<file path="src/rtl/uart_pkg.sv">
// Shared UART-side constants: host command/op codes, response framing and
// the result TX controller state encoding.
package uart_pkg;

    localparam logic [7:0] CMD_DATOA  = 8'h08;
    localparam logic [7:0] CMD_DATOB  = 8'h10;
    localparam logic [7:0] CMD_OP     = 8'h20;

    localparam logic [7:0] OP_ADD     = 8'h20;
    localparam logic [7:0] OP_SUB     = 8'h22;

    localparam logic [7:0] HDR_RESULT = 8'h30;
    localparam int         FRAME_LEN  = 3;

    localparam logic [1:0] ST_IDLE    = 2'd0;
    localparam logic [1:0] ST_START   = 2'd1;
    localparam logic [1:0] ST_WAIT    = 2'd2;

endpackage

</file>
<file path="src/rtl/tx_watchdog.sv">
// Cycle counter guarding the wait for the TX core's done pulse.
// Expires while the count sits at TOUT_CYCLES-1; TOUT_CYCLES=0 never expires.
module tx_watchdog #(
    parameter int unsigned NB_TOUT     = 20,
    parameter int unsigned TOUT_CYCLES = 200000
) (
    input  logic clk,
    input  logic i_rst_n,
    input  logic i_load,
    input  logic i_en,
    output logic o_expired
);

    localparam bit                 ENABLED = (TOUT_CYCLES != 0);
    localparam logic [NB_TOUT-1:0] LAST    = NB_TOUT'(TOUT_CYCLES - 1);

    logic [NB_TOUT-1:0] count;

    always_ff @(posedge clk or negedge i_rst_n) begin
        if (!i_rst_n) begin
            count <= '0;
        end else if (i_load) begin
            count <= '0;
        end else if (i_en && ENABLED) begin
            count <= count + 1'b1;
        end
    end

    assign o_expired = ENABLED && (count == LAST);

endmodule

</file>
<file path="src/rtl/uart_result_tx_ctrl.sv">
// Turns each ALU result into a {HDR, result, HDR^result} frame for the shared
// UART transmitter, with a one-entry pending buffer and a done watchdog.
module uart_result_tx_ctrl
    import uart_pkg::*;
#(
    parameter int unsigned        NB_DATA     = 8,
    parameter logic [NB_DATA-1:0] HDR_RESULT  = uart_pkg::HDR_RESULT,
    parameter int unsigned        NB_TOUT     = 20,
    parameter int unsigned        TOUT_CYCLES = 200000
) (
    input  logic               clk,
    input  logic               i_rst_n,
    input  logic               i_result_valid,
    input  logic [NB_DATA-1:0] i_result,
    input  logic               i_clr_overrun,
    input  logic               i_tx_done,
    output logic               o_tx_start,
    output logic [NB_DATA-1:0] o_tx_data,
    output logic               o_busy,
    output logic               o_overrun,
    output logic               o_timeout
);

    localparam logic [1:0] LAST_IDX = 2'(FRAME_LEN - 1);

    logic [1:0]         state, state_nxt;
    logic [1:0]         idx, idx_nxt;
    logic [NB_DATA-1:0] frame_res, frame_nxt;
    logic [NB_DATA-1:0] pend_data, pend_data_nxt;
    logic               pend_valid, pend_valid_nxt;
    logic [NB_DATA-1:0] byte_sel, data_nxt;
    logic               start_nxt, tout_nxt, busy_nxt, ovr_nxt, ovr_set;
    logic               wd_load, wd_en, wd_expired;

    always_comb begin
        case (idx)
            2'd0:    byte_sel = HDR_RESULT;
            2'd1:    byte_sel = frame_res;
            default: byte_sel = HDR_RESULT ^ frame_res;
        endcase
    end

    always_comb begin
        state_nxt      = state;
        idx_nxt        = idx;
        frame_nxt      = frame_res;
        pend_valid_nxt = pend_valid;
        pend_data_nxt  = pend_data;
        data_nxt       = o_tx_data;
        start_nxt      = 1'b0;
        tout_nxt       = 1'b0;
        ovr_set        = 1'b0;
        wd_load        = 1'b0;
        wd_en          = 1'b0;

        case (state)
            ST_IDLE: begin
                // The older pending entry always wins; a same-cycle result
                // simply refills the slot it just vacated.
                if (pend_valid) begin
                    frame_nxt      = pend_data;
                    pend_valid_nxt = i_result_valid;
                    if (i_result_valid) begin
                        pend_data_nxt = i_result;
                    end
                    state_nxt = ST_START;
                    idx_nxt   = '0;
                end else if (i_result_valid) begin
                    frame_nxt = i_result;
                    state_nxt = ST_START;
                    idx_nxt   = '0;
                end
            end
            ST_START: begin
                start_nxt = 1'b1;
                data_nxt  = byte_sel;
                wd_load   = 1'b1;
                state_nxt = ST_WAIT;
            end
            ST_WAIT: begin
                if (i_tx_done) begin
                    if (idx == LAST_IDX) begin
                        state_nxt = ST_IDLE;
                        idx_nxt   = '0;
                    end else begin
                        state_nxt = ST_START;
                        idx_nxt   = idx + 1'b1;
                    end
                end else begin
                    wd_en = 1'b1;
                    if (wd_expired) begin
                        tout_nxt  = 1'b1;
                        state_nxt = ST_IDLE;
                        idx_nxt   = '0;
                    end
                end
            end
            default: begin
                state_nxt = ST_IDLE;
                idx_nxt   = '0;
            end
        endcase

        if ((state != ST_IDLE) && i_result_valid) begin
            ovr_set        = pend_valid;
            pend_valid_nxt = 1'b1;
            pend_data_nxt  = i_result;
        end

        ovr_nxt  = ovr_set | (o_overrun & ~i_clr_overrun);
        busy_nxt = (state_nxt != ST_IDLE) | pend_valid_nxt;
    end

    always_ff @(posedge clk or negedge i_rst_n) begin
        if (!i_rst_n) begin
            state      <= ST_IDLE;
            idx        <= '0;
            frame_res  <= '0;
            pend_valid <= 1'b0;
            pend_data  <= '0;
            o_tx_start <= 1'b0;
            o_tx_data  <= '0;
            o_busy     <= 1'b0;
            o_overrun  <= 1'b0;
            o_timeout  <= 1'b0;
        end else begin
            state      <= state_nxt;
            idx        <= idx_nxt;
            frame_res  <= frame_nxt;
            pend_valid <= pend_valid_nxt;
            pend_data  <= pend_data_nxt;
            o_tx_start <= start_nxt;
            o_tx_data  <= data_nxt;
            o_busy     <= busy_nxt;
            o_overrun  <= ovr_nxt;
            o_timeout  <= tout_nxt;
        end
    end

    tx_watchdog #(
        .NB_TOUT     (NB_TOUT),
        .TOUT_CYCLES (TOUT_CYCLES)
    ) u_watchdog (
        .clk       (clk),
        .i_rst_n   (i_rst_n),
        .i_load    (wd_load),
        .i_en      (wd_en),
        .o_expired (wd_expired)
    );

endmodule
</file>
<file path="config.mk">
export PLATFORM = sky130hd
export DESIGN_NAME = uart_result_tx_ctrl
export DESIGN_NICKNAME = d
export VERILOG_FILES = /design/src/rtl/uart_pkg.sv /design/src/rtl/tx_watchdog.sv /design/src/rtl/uart_result_tx_ctrl.sv
export SDC_FILE = /design/constraint.sdc
export NUM_CORES = 1
export LEC_CHECK = 0
export ABC_AREA = 1
export CORE_ASPECT_RATIO = 2
export CORE_MARGIN = 1
export CORE_UTILIZATION = 45
export CTS_BUF_LIST = sky130_fd_sc_hd__clkbuf_16
export DETAILED_ROUTE_END_ITERATION = 16
export MAX_ROUTING_LAYER = met4
export PLACE_DENSITY = 0.64
export SLEW_MARGIN = 0
export SYNTH_ARGS = -nofsm -noshare
export SYNTH_HDL_FRONTEND = slang
export SYNTH_HIERARCHICAL = 1
export SYNTH_SLANG_ARGS = --single-unit
export TNS_END_PERCENT = 50
</file>
<file path="constraint.sdc">
create_clock -name clk -period 2.2 [get_ports clk]
set_input_delay 0.66 -clock clk [delete_from_list [all_inputs] [get_ports clk]]
set_output_delay 0.66 -clock clk [all_outputs]
set_load 0.01 [all_outputs]
</file>
# After elaboration in Yosys (flattened, before gate mapping)
# Index checks and enable logic that the tools add are counted.
[op_classes]
n_mux = 30
reduce_logical = 13
bitwise_logic = 6
n_eq_ne = 7
addsub = 2
[ops]
columns = ["cell", "count"]
rows = [
  ["20-bit two-way mux", 2],
  ["8-bit two-way mux", 5],
  ["20-bit by 1-bit adder with 20-bit output (second input constant)", 1],
  ["20-bit by 18-bit == test with 1-bit output (second input constant)", 1],
  ["2-bit two-way mux", 9],
  ["8-bit one-hot mux with 2 select lines", 1],
  ["2-bit nonzero test", 7],
  ["2-bit one-hot mux with 3 select lines", 2],
  ["1-bit two-way mux", 11],
  ["3-bit AND reduction", 2],
  ["2-bit by 1-bit == test with 1-bit output (second input constant)", 2],
  ["2-bit == test (second input constant)", 2],
  ["2-bit zero test", 2],
  ["3-bit by 2-bit != test with 1-bit output (second input constant)", 1],
  ["3-bit != test (second input constant)", 1],
  ["2-bit by 1-bit adder with 2-bit output (second input constant)", 1],
  ["1-bit NOT", 2],
  ["2-bit NOT", 1],
  ["1-bit bitwise OR", 2],
  ["2-bit AND reduction", 1],
  ["1-bit bitwise AND", 1],
  ["1-bit logical AND", 1],
]
[word_totals]
inputBits = 13
register_bits = 53
word_cells = 69

# Depth between registers and ports, before layout
[logic_depth]
depth_word = 6
depth_mapped = 11

# Modules after synthesis
# The synthesis kept the hierarchy.
[by_module_without_submodules]
columns = ["mod", "area_each_um2", "cells_each", "seq_area_each_um2", "instances"]
rows = [
  ["uart_result_tx_ctrl", 1453.9, 162, 825.8, 1],
  ["tx_watchdog", 1208.7, 171, 500.5, 1],
]

# Worst setup path before layout
# No wires, ideal clock.
[synth_path]
kind = "register -> register"
start = "reg state[0]"
end = "reg u_watchdog.count[6]"
path_stages_with_launch = 9
slack_ns = 0.573
period_less_slack_ns = 1.627
required_time_ns = 2.080
arrival_time_ns = 1.507
path_cell_list = "dfrtp_1 > nor2_1 > inv_1 > nor2_1 > nor2_4 > o21ai_0 > o21ai_0 > o21ai_0 > inv_1"
[synth_between]
elab_chain_len = 3
word_cells_on_any_way = 6
cone_classes = "eq/ne (2); mux (3); reduce/logical (1)"
[synth_rtl]
columns = ["element", "line", "rtl"]
rows = [
  ["from (decl)", "uart_result_tx_ctrl.sv:26", "logic [1:0] state, state_nxt;"],
  ["from (signal assigned)", "uart_result_tx_ctrl.sv:127", "state <= state_nxt;"],
  ["2-bit == test", "uart_result_tx_ctrl.sv:56", "case (state)"],
  ["1-bit two-way mux", "uart_result_tx_ctrl.sv:56", ""],
  ["named net wd_en", "uart_result_tx_ctrl.sv:33", "logic wd_load, wd_en, wd_expired;"],
  ["2-bit nonzero test (no source line)", "n/a", ""],
  ["to (signal assigned)", "tx_watchdog.sv:25", "count <= count + 1'b1;"],
  ["to (decl)", "tx_watchdog.sv:17", "logic [NB_TOUT-1:0] count;"],
]
# The timed path passes the listed nets, and every way through them passes these cells.
# A chain may end at the register's enable or synchronous reset.

# Final worst setup path
[layout_path]
start = "reg o_tx_data[6]"
end = "out o_tx_data[6]"
[layout_rtl]
columns = ["element", "line", "rtl"]
rows = [
  ["from (decl)", "uart_result_tx_ctrl.sv:18", "output logic [NB_DATA-1:0] o_tx_data,"],
  ["from (signal assigned)", "uart_result_tx_ctrl.sv:133", "o_tx_data <= data_nxt;"],
]
# No word-level cell between the ends.

==> results list <==
* Outcome: complete, no violations
- Height of the die: roughly 110 um
- CTS tree: built
- After layout, the minimum clock period comes to 1870 ps.
- Setup slack, reg-to-reg: around 420 ps
- After clock tree synthesis, the flow added hold-fix buffers numbering 0.
- Seq. cell area: 0.00133 sq mm
* Synth warnings: 6
- Dividing the final minimum period by the clock period gives between 80% and 90%.
* Num Clock Sinks: 53
* Maximum achievable frequency: roughly 0.53 GHz
* Clock slew at reported path FFs: 70 ps
* Ratio of routed vias to standard cells: 5.10
- Ranked by total cell area, the synthesized netlist is headed by dfrtp_1 (50%), nand2_1 (11%), nor2_1 (6.9%).
* Post-route DRC: 0
- Final Routed Wirelength: a little under 6 mm
- All-Layer GR Usage: around a fifth
- Vias in the first global route: 2184
* Cell area after synthesis: 0.00266 sq mm
- The final-report hold violation count was 0.
- STA classifies the critical path endpoint as an output port.
* Share of post-route cells with drive strength above 1: 13.1%
* Number of distinct standard cells referenced by the synthesized netlist: 24
- In this run the worst hold path is classified as input pin to async pin.
* Ys async rst share: 100%
* Residual overflow from global routing: 0
* Slew Limit Headroom: 74.1%
- The number of antenna violations at the first check in global routing came to 0.
- The tool flagged a number of max-cap violations equal to 0.
- Of all nets on the critical path, the largest fanout is 2.
- Averaged over all synthesized cells, the footprint is 8.00 sq um.
- Grouping stages by cell kind, the critical path spends the most delay in buffers and inverters.
* Global-route wire length before repair: ~10 mm
- Synthesis produced a netlist with a net count of 347.
* Highest ir drop seen on vdd: 0.000979 V
- Leakage power total: 1.48 nW
* Cells along the critical path: clkdlybuf4s50_1
* Layout net count: between 300 and 400
- Number of buffer and inverter instances along the worst setup path: 1
- The detailed router placed ~2200 vias in this run.
- Iteration-0 DRC count of the detailed router: between 100 and 150
* Count of cell instances traversed by the critical path: 1
- For this design the ratio of total power to cell area is 1100 mW/mm^2.
* Critical path launch point: o_tx_data[6]
- Setup violations remaining at the end of the flow were counted as 0.
- The first detailed-routing pass took 4 iterations.
- The number of setup buffers added after CTS is 0.
- The tree is rooted in a clkbuf_16.
- The slowest stage of the critical path belongs to the cell clkdlybuf4s50_1.
- Multi-input logic area: 0.00113 sq mm
- Fill cell count: 562
- Hold timing on the final database bottoms out at a slack of 344 ps.
- Setup repair after global routing left no endpoint under its margin.
* Post-detailed-route count of antenna-violating nets: 0
* Data required time of the worst path: 1540 ps
- List of most frequent post-synthesis cells: nand2_1 (75), dfrtp_1 (53), nor2_1 (49)
- Gates resized during post-CTS repair numbered 0.
* Maximum number of pins on one net before global-route repair: 54
- Count of inserted antenna diode cells: 0
- Element type at the critical path start: flop
- In this run the critical register-to-register path is captured at u_watchdog/count[9].
* Number of levels the H-tree was split into: 2
* Flop and latch count out of synthesis: 53
- Die Area: 0.00625 sq mm
* Final setup skew: 6.63 ps
* Number of cells traversed by the worst register-to-register path: 10
- In this run the critical register-to-register path is launched from state[0].
- Yosys mapped a number of flops with a built-in enable equal to 0.
- Most common cell in the synthesized netlist: nand2_1
* Routed wirelength normalized by instance count: 13.5 um
* Critical path capture point: o_tx_data[6]
- Kind of critical path: flop to output port
- Syn-to-layout area delta: 18.0%
- Total clock buffers created by CTS: 5
- In the synthesized netlist, the number of instances is 333.
- DIE WIDTH: 56.4 um
* Rows: 39
- Maximum number of buffers from clock root to sink: 2
- For the pin with the worst max-slew slack, the measured transition is 387 ps.
- Total negative slack: 0 ps
- In this run the count of I/O pins placed on the die edge is 25.
- Floorplan core area: 0.00571 sq mm
- Sequential-to-total area share from yosys stat: 49.8%
* Top-area cell type share of the netlist area: between 40% and 50%
- The count of buffers added on input and output ports is 24.
- Of all cell types, the one taking the most synthesized area is dfrtp_1.
* Leading register cell type out of synthesis: dfrtp_1
- Worst Path Arrival: about 1200 ps
* Sum of net half-perimeters after detailed placement: 4.27 mm
- Once the floorplan was initialized, standard cells occupied 46.6% of the core.
- On the worst path, the slowest cell contributes a delay of 560 ps.
- The clock reaches the later pin of the worst-skew pair after approximately 300 ps.
- Max-slew violation count: 0
- Weighted congestion at the end of routability-driven global placement: between 0.8 and 0.9
## power by group
group	total [mW]	leakage (nW)	switching, mW	internal [mW]
sequential	1.42	0.684	0.168	1.25
clock	0.783	0.0696	0.365	0.418
combinational	1.26	0.730	0.763	0.498
## through the flow
step           total power, mW  cell area (sq um)  instances  setup WS (ps)  util [%]
6_report                  3.46               3140        428            329      55.0
5_1_grt                   3.72               3140        428            194      55.0
4_1_cts                   3.52               3140        428            324      55.0
3_5_place_dp              2.72               3000        420           66.9      52.5
3_3_place_gp              2.68               3000        420            114      52.5
2_1_floorplan             2.33               2660        333            573         -
## routing by layer
metal / GRT usage, % / part of all wire [%] / vias up
met5: - / 0 / -
met4: 10.4 / 3.5 / 0
met3: 2.80 / 2.1 / 12
met2: 39.7 / 57 / 31
met1: 20.5 / 37 / 1015
li1: - / - / 1126
## worst reg2reg max path, cell delays in order, from the launching register on
cell     delay, ps
dfrtp_1        410
nor2_1         270
inv_1           90
nor2_1         220
nor2_4         110
nor2_2         180
nand2_1        100
nor2_1         150
nand2_1         70
nand2_1         50
nor2_1          40
## placed cells by master, fill, tap and decap left out
cell type        count
a21oi_1             28
buf_12               1
buf_2                1
buf_4                7
clkbuf_16            5
clkdlybuf4s50_1     23
clkinv_1             1
clkinv_2             2
clkinvlp_4           1
dfrtp_1             53
ha_1                 1
inv_1               41
inv_2                1
nand2_1             75
nand2_2              9
nand3_1             20
nand4_1              6
nor2_1              49
nor2_2               5
nor2_4               7
nor3_1               2
nor3_2               1
nor3b_1              1
nor4_1               2
o21ai_0             13
o21ai_2              8
o21bai_1             1
o22ai_1              2
xnor2_1              1
## flip-flops by register name (all words and copies together) (netlist names)
name	cells
pend_data	8
o_timeout	1
o_tx_start	1
idx	2
o_busy	1
state	2
u_watchdog/count	20
o_overrun	1
frame_res	8
o_tx_data	8
pend_valid	1
## cell type report
type,instances,area share (%)
Clock buffer,5,3.98
Clock inverter,3,0.558
Timing Repair Buffer,32,9.80
Multi-Input combinational cell,231,35.9
Tap cell,61,2.43
Inverter,43,5.14
Sequential cell,53,42.2
## how the worst min path moves through the flow
stage | from | endpoint | slack, ps | cells past startpoint
3_3_place_gp | o_tx_data[6] | o_tx_data[6] | 460 | 2
5_1_grt | i_rst_n | pend_valid | 390 | 2
3_5_place_dp | o_tx_data[6] | o_tx_data[6] | 470 | 2
6_report | i_rst_n | u_watchdog/count[13] | 340 | 2
2_1_floorplan | i_rst_n | frame_res[0] | 360 | 0
4_1_cts | i_rst_n | o_busy | 360 | 2
## kinds of logic after synthesis
family / synth area share (%)
AOI/OAI and AO/OA: 11.1
xor gates and xnor gates: 0.329
adders and majority gates: 0.470
buffers and inverters: 7.89
DFF: 49.8
and+or+nand+nor: 30.4
Note: power is estimated with default switching activity, not from simulation.
